**src/rtl/partial_force_acc_pool.sv**
```systemverilog
// rtl/partial_force_acc_pool.sv - saturating partial-force accumulator pool with valid/ready drain
module partial_force_acc_pool #(
  parameter int NUM_REGS   = 6,
  parameter int DATA_WIDTH = 32,
  parameter int CNT_WIDTH  = 8,
  parameter int IDX_WIDTH  = $clog2(NUM_REGS)
) (
  input  logic                  clk,
  input  logic                  rst_n,
  input  logic                  in_valid,
  input  logic [IDX_WIDTH-1:0]  in_idx,
  input  logic [DATA_WIDTH-1:0] in_fx,
  input  logic [DATA_WIDTH-1:0] in_fy,
  input  logic [DATA_WIDTH-1:0] in_fz,
  input  logic                  rel_valid,
  input  logic [IDX_WIDTH-1:0]  rel_idx,
  output logic                  rel_ready,
  output logic                  out_valid,
  input  logic                  out_ready,
  output logic [IDX_WIDTH-1:0]  out_idx,
  output logic [DATA_WIDTH-1:0] out_fx,
  output logic [DATA_WIDTH-1:0] out_fy,
  output logic [DATA_WIDTH-1:0] out_fz,
  output logic [CNT_WIDTH-1:0]  out_cnt,
  output logic                  out_sat,
  output logic                  in_err
);

  localparam logic [IDX_WIDTH:0] NREG_W = (IDX_WIDTH+1)'(NUM_REGS);

  logic [DATA_WIDTH-1:0] acc_x [NUM_REGS];
  logic [DATA_WIDTH-1:0] acc_y [NUM_REGS];
  logic [DATA_WIDTH-1:0] acc_z [NUM_REGS];
  logic [CNT_WIDTH-1:0]  cnt   [NUM_REGS];
  logic                  sat   [NUM_REGS];

  logic                  in_legal, rel_legal, acc_en, rel_fire, rel_take, fwd;
  logic [IDX_WIDTH-1:0]  in_sel, rel_sel;
  logic [DATA_WIDTH-1:0] upd_x, upd_y, upd_z;
  logic                  sx, sy, sz;
  logic [CNT_WIDTH-1:0]  upd_cnt;
  logic                  upd_sat;
  logic [DATA_WIDTH-1:0] ld_x, ld_y, ld_z;
  logic [CNT_WIDTH-1:0]  ld_cnt;
  logic                  ld_sat;

  // Result MSB is the clamp flag; the sum is formed one bit wider to detect overflow.
  function automatic logic [DATA_WIDTH:0] sat_add(input logic [DATA_WIDTH-1:0] a,
                                                  input logic [DATA_WIDTH-1:0] b);
    logic [DATA_WIDTH:0] s;
    s = {a[DATA_WIDTH-1], a} + {b[DATA_WIDTH-1], b};
    if (s[DATA_WIDTH] != s[DATA_WIDTH-1])
      return {1'b1, s[DATA_WIDTH] ? {1'b1, {(DATA_WIDTH-1){1'b0}}} : {1'b0, {(DATA_WIDTH-1){1'b1}}}};
    return {1'b0, s[DATA_WIDTH-1:0]};
  endfunction

  assign rel_ready = ~out_valid | out_ready;
  assign in_legal  = ({1'b0, in_idx} < NREG_W);
  assign rel_legal = ({1'b0, rel_idx} < NREG_W);
  assign in_sel    = in_legal ? in_idx : '0;
  assign rel_sel   = rel_legal ? rel_idx : '0;
  assign acc_en    = in_valid & in_legal;
  assign rel_fire  = rel_valid & rel_ready;
  assign rel_take  = rel_fire & rel_legal;
  assign fwd       = acc_en & rel_take & (in_sel == rel_sel);

  always_comb begin
    {sx, upd_x} = sat_add(acc_x[in_sel], in_fx);
    {sy, upd_y} = sat_add(acc_y[in_sel], in_fy);
    {sz, upd_z} = sat_add(acc_z[in_sel], in_fz);
    upd_cnt = (cnt[in_sel] == '1) ? cnt[in_sel] : cnt[in_sel] + 1'b1;
    upd_sat = sat[in_sel] | sx | sy | sz;
    // A release hitting the register being accumulated drains the updated value.
    ld_x   = fwd ? upd_x   : acc_x[rel_sel];
    ld_y   = fwd ? upd_y   : acc_y[rel_sel];
    ld_z   = fwd ? upd_z   : acc_z[rel_sel];
    ld_cnt = fwd ? upd_cnt : cnt[rel_sel];
    ld_sat = fwd ? upd_sat : sat[rel_sel];
  end

  always_ff @(posedge clk or negedge rst_n) begin
    if (!rst_n) begin
      for (int i = 0; i < NUM_REGS; i++) begin
        acc_x[i] <= '0;
        acc_y[i] <= '0;
        acc_z[i] <= '0;
        cnt[i]   <= '0;
        sat[i]   <= 1'b0;
      end
      out_valid <= 1'b0;
      out_idx   <= '0;
      out_fx    <= '0;
      out_fy    <= '0;
      out_fz    <= '0;
      out_cnt   <= '0;
      out_sat   <= 1'b0;
      in_err    <= 1'b0;
    end else begin
      for (int i = 0; i < NUM_REGS; i++) begin
        if (acc_en && in_sel == IDX_WIDTH'(i)) begin
          acc_x[i] <= upd_x;
          acc_y[i] <= upd_y;
          acc_z[i] <= upd_z;
          cnt[i]   <= upd_cnt;
          sat[i]   <= upd_sat;
        end
        // Clear takes priority so a forwarded contribution is not counted twice.
        if (rel_take && rel_sel == IDX_WIDTH'(i)) begin
          acc_x[i] <= '0;
          acc_y[i] <= '0;
          acc_z[i] <= '0;
          cnt[i]   <= '0;
          sat[i]   <= 1'b0;
        end
      end
      if (out_valid && out_ready)
        out_valid <= 1'b0;
      if (rel_take) begin
        out_valid <= 1'b1;
        out_idx   <= rel_sel;
        out_fx    <= ld_x;
        out_fy    <= ld_y;
        out_fz    <= ld_z;
        out_cnt   <= ld_cnt;
        out_sat   <= ld_sat;
      end
      in_err <= (in_valid & ~in_legal) | (rel_fire & ~rel_legal);
    end
  end

endmodule

```
**config.mk**
```make
export PLATFORM = sky130hd
export DESIGN_NAME = partial_force_acc_pool
export DESIGN_NICKNAME = d
export VERILOG_FILES = /design/src/rtl/partial_force_acc_pool.sv
export SDC_FILE = /design/constraint.sdc
export NUM_CORES = 2
export LEC_CHECK = 0
export CELL_PAD_IN_SITES_DETAIL_PLACEMENT = 0
export CELL_PAD_IN_SITES_GLOBAL_PLACEMENT = 2
export CORE_AREA = 3 3 391 393
export CTS_BUF_LIST = sky130_fd_sc_hd__clkbuf_16
export DETAILED_ROUTE_END_ITERATION = 8
export DIE_AREA = 0 0 394 396
export PLACE_DENSITY_LB_ADDON = 0.15
export SYNTH_ARGS = -nofsm -noshare
export SYNTH_HDL_FRONTEND = slang
export SYNTH_SLANG_ARGS = --single-unit
```
**constraint.sdc**
```tcl
create_clock -name clk -period 12.6 [get_ports clk]
set_clock_uncertainty 0.05 [all_clocks]
set_input_delay 2.52 -clock clk [delete_from_list [all_inputs] [get_ports clk]]
set_output_delay 2.52 -clock clk [all_outputs]
set_load 0.1 [all_outputs]
```
==> flow_summary_export.csv <==
group,metric,value,unit
status,outcome,"finished clean",
critical_path,critical_path_arrival,10.87,ns
detailed_routing,drc,0,
floorplan,floorplan.die_area,156000,um^2
timing,final-max-slew-violation-count,0,
clock_network,hold_buffers,0,
cells_and_area,final_layout_size_suffix_gt1_share,7.656,%
global_routing,vias_in_the_first_global_route,40950,
clock_network,number_of_buffers_added_for_setup_after_cts,0,
placed_design,hpwlAfterDp,120600,um
clock_network,max-clock-path-buffers,3,
placed_design,gp_routability_congestion,0.8764,
cells_and_area,num-fill-cells,15540,
global_routing,initial_antenna_violation_count,3,
synthesis,synth_top_cells_by_count,"nand2_1 (1021), dfrtp_1 (740), o21ai_0 (556), nor2_1 (357), clkbuf_1 (340)",
critical_path,critical_path_required,13.15,ns
synthesis,synth_mux_area_share,8.685,%
synthesis,synth-seq-cells,740,
timing,fmax,96.94,MHz
timing,min_period,10.32,ns
floorplan,horiz_die_dim,394,um
global_routing,grt_util_met1,37.29,%
synthesis,yosysMostFrequentCell,"nand2_1",
clock_network,cts_sinks,740,
pwr,static-leakage-power,21.72,nW
synthesis,synthSimpleGateAreaFrac,16.71,%
detailed_routing,route.detailed.vias_per_inst,5.691,
synthesis,synth_cell_type_count,96,
critical_path,setup.worst_path.end_class,"register",
synthesis,synth_nets,5407,
floorplan,i_o_pin_cnt,218,
detailed_routing,first_iter_violations,3189,
clock_network,cts.root.buffer_cell,"clkbuf_16",
clock_network,total_cts_buffers,98,
synthesis,portion_of_synthesized_cell_area_occupied_by_the_leading_cell_type,41.24,%
synthesis,yosysTopAreaCell,"dfrtp_1",
synthesis,synth_compound_area_share,25.11,%
timing,fin_setup_tns,0,ns
floorplan,core.rowCount,142,
floorplan,die_y,396,um
timing,grt_setup_unrepaired,"no",
synthesis,synth-adder-area-share,3.004,%
pwr,powerDensity,254.9,nW/um^2
cells_and_area,design.final.nets,5388,
synthesis,asyncSetResetFlopFracSynth,100.0,%
critical_path,timing.setup.critical_path_class,"in -> reg",
global_routing,met2_usage,39.18,%
synthesis,combinational_family_with_the_most_area_after_synthesis,"compound AO/OA/AOI/OAI gates",
global_routing,grtUsageMet3,2.838,%
synthesis,synthCells,5194,
detailed_routing,wl,201100,um
worst_hold_path,hold_path_class,"reg -> reg",
global_routing,grt_most_used_layer,"met2",
floorplan,floorplan.core_area,149800,um^2
timing,post-route-period-util,81.87,%
critical_path,kind_of_launch_point_of_the_worst_setup_path,"input port",
clock_network,maximum_level_of_the_cts_h_tree,3,
global_routing,first_pass_grt_wire_length,297200,um
global_routing,largest_net_degree_at_the_start_of_global_routing,154,
cells_and_area,num_antenna_cells,0,
global_routing,grt_remaining_overflow,0,
synthesis,syn_area,44910,um^2
timing,worst_slew_margin_rel,19.76,%
synthesis,synth-main-ff-cell,"dfrtp_1",
synthesis,yosysWarningCount,0,
synthesis,synth-edff-count,0,
placed_design,port_buffers,217,
synthesis,yosys.area_share.xor_xnor,1.301,%
pwr,ir_worst_vdd,0.0001829,V
critical_path,path_max_fanout,35,
synthesis,postSynthAreaPerCell,8.646,um^2
timing,worst_slew_pin_slew,1.191,ns
clock_network,worst_setup_hold_path_clk_slew,0.06,ns
timing,report.final.setup_viol,0,
clock_network,postCtsResizedCells,0,
clock_network,clock_tree_from_tritoncts,"done",
floorplan,start_util,29.98,%
cells_and_area,area_delta_synth_final,15.56,%
job,max-cap-violations,0,
detailed_routing,ant_nets,0,
global_routing,grt_util_all_layers,25.20,%
detailed_routing,num_vias,41350,
synthesis,yosys-top-cells-area,"dfrtp_1 (41%), nand2_1 (8.5%), o21ai_0 (6.2%)",
clock_network,clock_latency,0.71,ns
detailed_routing,drtPass1Iterations,6,
synthesis,synth_sequential_area_ratio,41.24,%
cells_and_area,final_util,34.65,%
detailed_routing,routedWlPerCell,27.68,um
timing,timing_hold_violations_final,0,
==> final timing paths <==
check,startpoint,end,slack [ns],cells after the start
max,in_idx[2],acc_z[76],2.28,22
min,out_cnt[6],out_cnt[6],0.42,2
max reg2reg,acc_y[109],out_fy[6],6.30,21
min reg2reg,out_cnt[6],out_cnt[6],0.42,2
max in group asynchronous,rst_n,acc_z[28],8.29,3
min in group asynchronous,rst_n,acc_x[67],1.82,1
==> worst max-delay path: stages <==
cell and delay (ns):
clkdlybuf4s50_1 0.76, clkinv_1 0.74, nand2_4 0.76, buf_12 0.32
buf_12 0.21, buf_4 0.20, a211oi_1 0.07, a31oi_1 0.19
nor2_1 0.05, a31oi_1 0.33, ha_1 0.38, a21o_1 0.27
or4_4 0.58, a21boi_1 0.20, nor3_1 0.09, o41ai_2 0.40
xnor2_1 0.12, ha_1 0.87, clkinv_1 0.24, nor2_2 0.92
a21oi_1 0.33, o21ai_0 0.26
==> placed cells by master, fill, tap and decap left out, types with 26 or more instances in the layout <==
cell type,count
o211ai_1,31
nand2_1,1015
xor2_1,32
or3_1,29
xnor2_1,31
o21ai_0,556
a21oi_1,313
buf_4,79
ha_1,103
a22o_1,168
mux4_2,75
nor2_1,356
nand3_1,48
clkbuf_16,100
nor2b_1,109
o22ai_1,41
nor3_1,70
clkdlybuf4s50_1,210
inv_1,53
a31oi_1,223
clkinv_1,26
o21a_1,33
dfrtp_1,740
a211oi_1,178
mux2i_1,207
a21o_1,45
==> metal layers <==
metal / up-vias / share of wire [%]
li1: 18800 / -
met4: 0 / 2.2
met2: 1223 / 44
met3: 243 / 4.8
met5: - / 0
met1: 21090 / 49
==> report_power, final <==
part           switching, mW  total, mW  internal, mW  leakage, nW
Sequential             0.840       4.20          3.36         9.46
Combinational           4.35       6.40          2.05         10.7
Clock                   1.18       2.62          1.45         1.54
==> flip-flops by register name, summed over array words and instances (netlist names) <==
| signal | count |
|---|---|
| out_cnt | 8 |
| out_idx | 3 |
| acc_z | 192 |
| out_fz | 32 |
| sat | 6 |
| cnt | 48 |
| in_err | 1 |
| out_fy | 32 |
| acc_y | 192 |
| out_valid | 1 |
| out_sat | 1 |
| out_fx | 32 |
| acc_x | 192 |
==> through the flow <==
step	std cells	hold slack (ns)	total power, mW	cell area, um^2	worst slack [ns]
after floorplan	5194	0.4085	8.431	44910	4.171
after global placement	7090	0.4090	10.61	48990	1.657
after detailed placement	7090	0.4157	10.61	48990	1.607
after CTS	7266	0.4291	13.30	51890	2.314
after global routing	7267	0.4529	14.12	51890	1.656
final	7267	0.4209	13.22	51890	2.284
==> area by class of cell <==
type / instances / area (um^2) / share of cell area (%)
Clock buffer: 100 / 2502 / 4.822
Multi-Input combinational cell: 3998 / 24800 / 47.80
Clock inverter: 76 / 391.6 / 0.7547
Inverter: 27 / 101.3 / 0.1953
Sequential cell: 740 / 18520 / 35.69
Timing Repair Buffer: 310 / 3054 / 5.886
Tap cell: 2016 / 2522 / 4.861
==> kinds of logic after synthesis <==
family / after synthesis
buffers and inverters: 456
multiplexers: 294
AND/OR/NAND/NOR: 1760
XOR/XNOR: 65
flip-flops: 740
adder cells (fa/ha/maj): 106
AO/OA/AOI/OAI: 1773
No activity file was read; power rests on OpenSTA's default activity.
